$ cat config.mk
export PLATFORM = sky130hd
export DESIGN_NAME = insn_decoder
export DESIGN_NICKNAME = d
export VERILOG_FILES = /design/src/rtl/insn_pkg.sv /design/src/rtl/besm6_unpack.sv /design/src/rtl/insn_decoder.sv
export SDC_FILE = /design/constraint.sdc
export NUM_CORES = 1
export LEC_CHECK = 0
export BUFFER_PORTS_ARGS = -buffer_cell sky130_fd_sc_hd__buf_2
export CAP_MARGIN = 20
export CORE_ASPECT_RATIO = 0.6
export CORE_UTILIZATION = 39
export DETAILED_ROUTE_END_ITERATION = 7
export PLACE_DENSITY_LB_ADDON = 0.12
export SYNTH_ARGS = -nofsm -noshare
export SYNTH_HDL_FRONTEND = slang
export SYNTH_HIERARCHICAL = 1
export SYNTH_SLANG_ARGS = --single-unit
$ cat constraint.sdc
create_clock -name clk -period 0.8 [get_ports clk]
set_input_delay 0.04 -clock clk [delete_from_list [all_inputs] [get_ports clk]]
set_output_delay 0.04 -clock clk [all_outputs]
set_load 0.05 [all_outputs]
$ cat src/rtl/insn_pkg.sv
// Shared field positions and the decoded-instruction record for the micro-BESM
// instruction decoder. Used by insn_decoder and, when BESM6_COMPAT_EN is defined, besm6_unpack.
package insn_pkg;

  // Native format: 32-bit half
  localparam int NAT_IR_MSB   = 31;
  localparam int NAT_IR_LSB   = 28;
  localparam int NAT_OP_MSB   = 27;
  localparam int NAT_OP_LSB   = 20;
  localparam int NAT_EXT_BIT  = 27;
  localparam int NAT_ADDR_MSB = 19;
  localparam int NAT_ADDR_LSB = 0;

  // BESM-6 format: 24-bit half
  localparam int B6_IR_MSB    = 23;
  localparam int B6_IR_LSB    = 20;
  localparam int B6_LONG_BIT  = 19;
  localparam int B6_LOP_MSB   = 18;
  localparam int B6_LOP_LSB   = 15;
  localparam int B6_LADDR_MSB = 14;
  localparam int B6_SOP_MSB   = 17;
  localparam int B6_SOP_LSB   = 12;
  localparam int B6_SEXT_BIT  = 18;
  localparam int B6_SADDR_MSB = 11;

  // Fills address bits 14:12 to reach the 070000-octal region
  localparam logic [2:0] ADDR_EXT = 3'b111;

  typedef struct packed {
    logic [3:0]  ir;
    logic [7:0]  op;
    logic        extop;
    logic [19:0] addr;
  } decoded_insn_t;

endpackage

$ cat src/rtl/besm6_unpack.sv
// Combinational split of one 24-bit BESM-6 instruction half into its fields,
// covering both the long (extended opcode) and short sub-formats.
module besm6_unpack
  import insn_pkg::*;
(
  input  logic [23:0]   half,
  output decoded_insn_t dec
);

  always_comb begin
    dec    = '0;
    dec.ir = half[B6_IR_MSB:B6_IR_LSB];
    if (half[B6_LONG_BIT]) begin
      dec.extop = 1'b1;
      dec.op    = {4'b0001, half[B6_LOP_MSB:B6_LOP_LSB]};
      dec.addr  = {5'b0, half[B6_LADDR_MSB:0]};
    end else begin
      dec.extop = 1'b0;
      dec.op    = {2'b00, half[B6_SOP_MSB:B6_SOP_LSB]};
      // Short addresses are 12 bits; bit 18 relocates them into the 070000 region
      dec.addr  = {5'b0, (half[B6_SEXT_BIT] ? ADDR_EXT : 3'b000),
                   half[B6_SADDR_MSB:0]};
    end
  end

endmodule

$ cat src/rtl/insn_decoder.sv
// micro-BESM instruction-field decoder: selects the left/right instruction of a
// 64-bit word and registers its fields. Macro BESM6_COMPAT_EN enables the pe=1 BESM-6 format.
module insn_decoder
  import insn_pkg::*;
(
  input  logic        clk,
  input  logic        rst_n,
  input  logic [63:0] word,
  input  logic        pe,
  input  logic        tkk,
  output logic [3:0]  ir,
  output logic [7:0]  op,
  output logic        extop,
  output logic [19:0] addr
);

  logic [31:0]   nat_half_p0;
  decoded_insn_t nat_p0;
  decoded_insn_t dec_p0;
  decoded_insn_t dec_p1;

  // ---- stage p0: combinational decode of the selected half ----
  always_comb begin
    nat_half_p0  = tkk ? word[31:0] : word[63:32];
    nat_p0.ir    = nat_half_p0[NAT_IR_MSB:NAT_IR_LSB];
    nat_p0.op    = nat_half_p0[NAT_OP_MSB:NAT_OP_LSB];
    nat_p0.extop = nat_half_p0[NAT_EXT_BIT];
    nat_p0.addr  = nat_half_p0[NAT_ADDR_MSB:NAT_ADDR_LSB];
  end

`ifdef BESM6_COMPAT_EN
  logic [23:0]   b6_half_p0;
  decoded_insn_t b6_p0;

  // Tag bits word[63:48] never reach the BESM-6 path
  assign b6_half_p0 = tkk ? word[23:0] : word[47:24];

  besm6_unpack u_besm6_unpack (
    .half (b6_half_p0),
    .dec  (b6_p0)
  );

  assign dec_p0 = pe ? b6_p0 : nat_p0;
`else
  logic unused_pe;

  assign unused_pe = pe;
  assign dec_p0    = nat_p0;
`endif

  // ---- stage p1: output register, cleared asynchronously ----
  always_ff @(posedge clk or negedge rst_n) begin
    if (!rst_n) begin
      dec_p1 <= '0;
    end else begin
      dec_p1 <= dec_p0;
    end
  end

  assign ir    = dec_p1.ir;
  assign op    = dec_p1.op;
  assign extop = dec_p1.extop;
  assign addr  = dec_p1.addr;

endmodule

==> results.md <==
* Run status: finished, violations left
* Failing checks: negative setup slack
* Peak supply drop at 1.126 mV
* Die ar. at 3715 um2
* Finished Layout Cells at 279
* Library cell with the largest summed area after synthesis: dfrtp_1
* Tightest hold margin at 0.1843 ns
* Power density over the cells at 1605 nW/um2
* Count of nets left with antenna violations after detail routing at 0
* Weighted congestion at the end of routability-driven global placement at 0.6408
* Highest-delay cell along the critical path: dfrtp_2
* WL met3 at 290 um
* RSZ-0062 raised after global routing: yes
* Via count of the first global-routing pass at roughly 1,200
* Slew Limit Headroom at a little under nine tenths
* Net count of the mapped netlist at 137
* GRT overflow at 0
* Sort of element at the end of the critical path: output port
* Path type of the worst setup path: reg -> out
* Count of inserted antenna diode cells at 0
* Maximum buffer depth of the clock tree at 2
* Synth top area cells: dfrtp_1 (59%), mux2_4 (33%), buf_12 (4.4%)
* Maximum capacitance violations at 0
* Port bufs at between 90 and 100
* Die outline width at 78.03 um
* Clock buffers created by TritonCTS at 5
* Combined area of all synthesized cells at 1353 um2
* Drt drc at 0
* Crit path cell chain: buf_6
* Average wire per standard cell at between 10 and 15 um
* Post-DP Area at 1907 um2
* Number of vias in the routed layout at 1,201
* # placed instances at between 200 and 250
* Number of vias per cell after detailed routing at 4.305
* Startpoint of the tightest hold check path: tkk
* Total negative setup slack at -1.547 ns
* Max H-tree Level at 2
* Gate family responsible for the most delay along the worst path: flip-flops
* Final number of max-transition violations at 0
* Post-detailed-routing wire length at 3974 um
* Clock Root Buffer: clkbuf_8
* Top-area cell type share of the netlist area at 59.20%
* Post-Syn Area per Cell at 19.60 um2
* Number of antenna violations at the first check in global routing at 0
* IO Pins at just over 100
* Length of routed met2 wiring at about 2200 um
* TritonCTS clock tree: yes
* Crit path arrival time at 0.85 ns
* Synth cell types at 6
* Final WS setup at -0.09011 ns
* Effective utilization at floorplan at 41.20%
* Area Growth Syn to Fin at 110.0%
* Fraction of the cycle the final worst path needs at 111.3%
* Power after layout at 4558 uW
* Die H at 47.62 um
* Final non-filler cell area at roughly 2800 um2
* Final setup fails at 37
* First-pass GRT wire length at about 5600 um
* Length of routed wiring on met1 at 1422 um
* Yosys Warn Count at 6
* Register bit count reported by yosys at 32
* Worst setup SP type: register
* Critical Path Source: extop$_DFF_PN0_
* Bufs and invs on worst path at 1
* Type of the worst min-delay path: in -> reg
* Layout net count at 301
* Number of core rows at 16
* Top achievable clock speed at 1.123 GHz
* Seq/Total Area, Yosys at 59.20%
* Total Routing Usage GR at 21.41%
* Biggest fanout along the worst timing path at 2
* Reported leakage power at between 0.001 and 0.0015 uW
* Detailed Route Iter0 Violations at 20
* Maximum number of pins on one net before global-route repair at 33
* Final critical-path required period at 0.8901 ns
* Count of endpoints failing hold in the final timing report at 0
* Slew at the pin closest to its max-slew limit at 0.2177 ns
* Max incr delay on CP at approximately 0.42 ns
* Sink count of the clock tree at 32
* Fraction of final layout cells sized beyond drive strength 1 at slightly below 60%
* Area of the placeable core at 3283 um2
* Highest metal layer with signal wires: met4
* Register clock-pin slew on the reported worst setup and hold paths at 0.06 ns
* Data required time of the critical path at 0.76 ns
* Number of iterations in the first detailed-routing pass at 3
* Gate count of the mapped netlist at 69
-- synth_stat cells --
cell type	count
buf_4	1
mux2_2	2
buf_12	3
dfrtp_1	32
buf_6	1
mux2_4	30
-- sequential cells by signal (all words and copies together) (netlist names) --
name   cells
ir         4
addr      20
extop      1
op         7
-- through the flow --
step / setup slack, ns / utilization [%]
2_1_floorplan: 0.01570 / -
3_3_place_gp: -0.04833 / 58.08
3_5_place_dp: -0.07727 / 58.08
4_1_cts: -0.08850 / 86.32
5_1_grt: -0.1153 / 86.51
6_report: -0.09011 / 86.51
-- cell usage in the layout (no fill, tap or decap) --
cell	n
dlygate4sd3_1	60
buf_2	60
buf_6	33
mux2_4	31
dfrtp_1	31
clkbuf_8	6
dlymetal6s4s_1	5
buf_12	4
clkbuf_1	2
mux2_2	1
dfrtp_2	1
-- metal layers --
| metal | global-route usage, % | up-vias |
|---|---|---|
| met5 | 0 | - |
| met4 | 11.11 | 0 |
| met3 | 8.381 | 10 |
| met2 | 41.59 | 59 |
| met1 | 21.33 | 570 |
| li1 | - | 562 |
-- worst paths after layout --
| path | endpoint | slack, ns | depth (start not counted) |
|---|---|---|---|
| worst max-delay path | extop | -0.09 | 1 |
| worst min-delay path | ir[1]$_DFF_PN0_ | 0.18 | 2 |
| max in group asynchronous | extop$_DFF_PN0_ | 0.38 | 3 |
| min in group asynchronous | addr[2]$_DFF_PN0_ | 0.25 | 3 |
-- kinds of logic after synthesis --
group                  after synthesis  synth area share, %
buffers and inverters                5                5.828
DFF                                 32                59.20
muxes                               32                34.97
-- repair_timing --
action	CTS	global route
hold endpoints to repair	63	1
gates resized for setup	66	6
pin swaps	0	0
setup endpoints to repair	33	42
hold buffers	63	2
setup buffers	0	0
-- layout make-up --
class | count | area (um2)
Tap cell | 45 | 56.30
Sequential cell | 32 | 802.0
Clock buffer | 8 | 90.09
Timing Repair Buffer | 162 | 1415
Multi-Input combinational cell | 32 | 476.7
Fill cell | 162 | 442.9
-- report_power, final --
group / switching (uW) / internal, uW
logic: 726 / 781
clock network: 546 / 700
registers: 60.4 / 1740
total: 1330 / 3230
No activity file was read; power rests on OpenSTA's default activity.
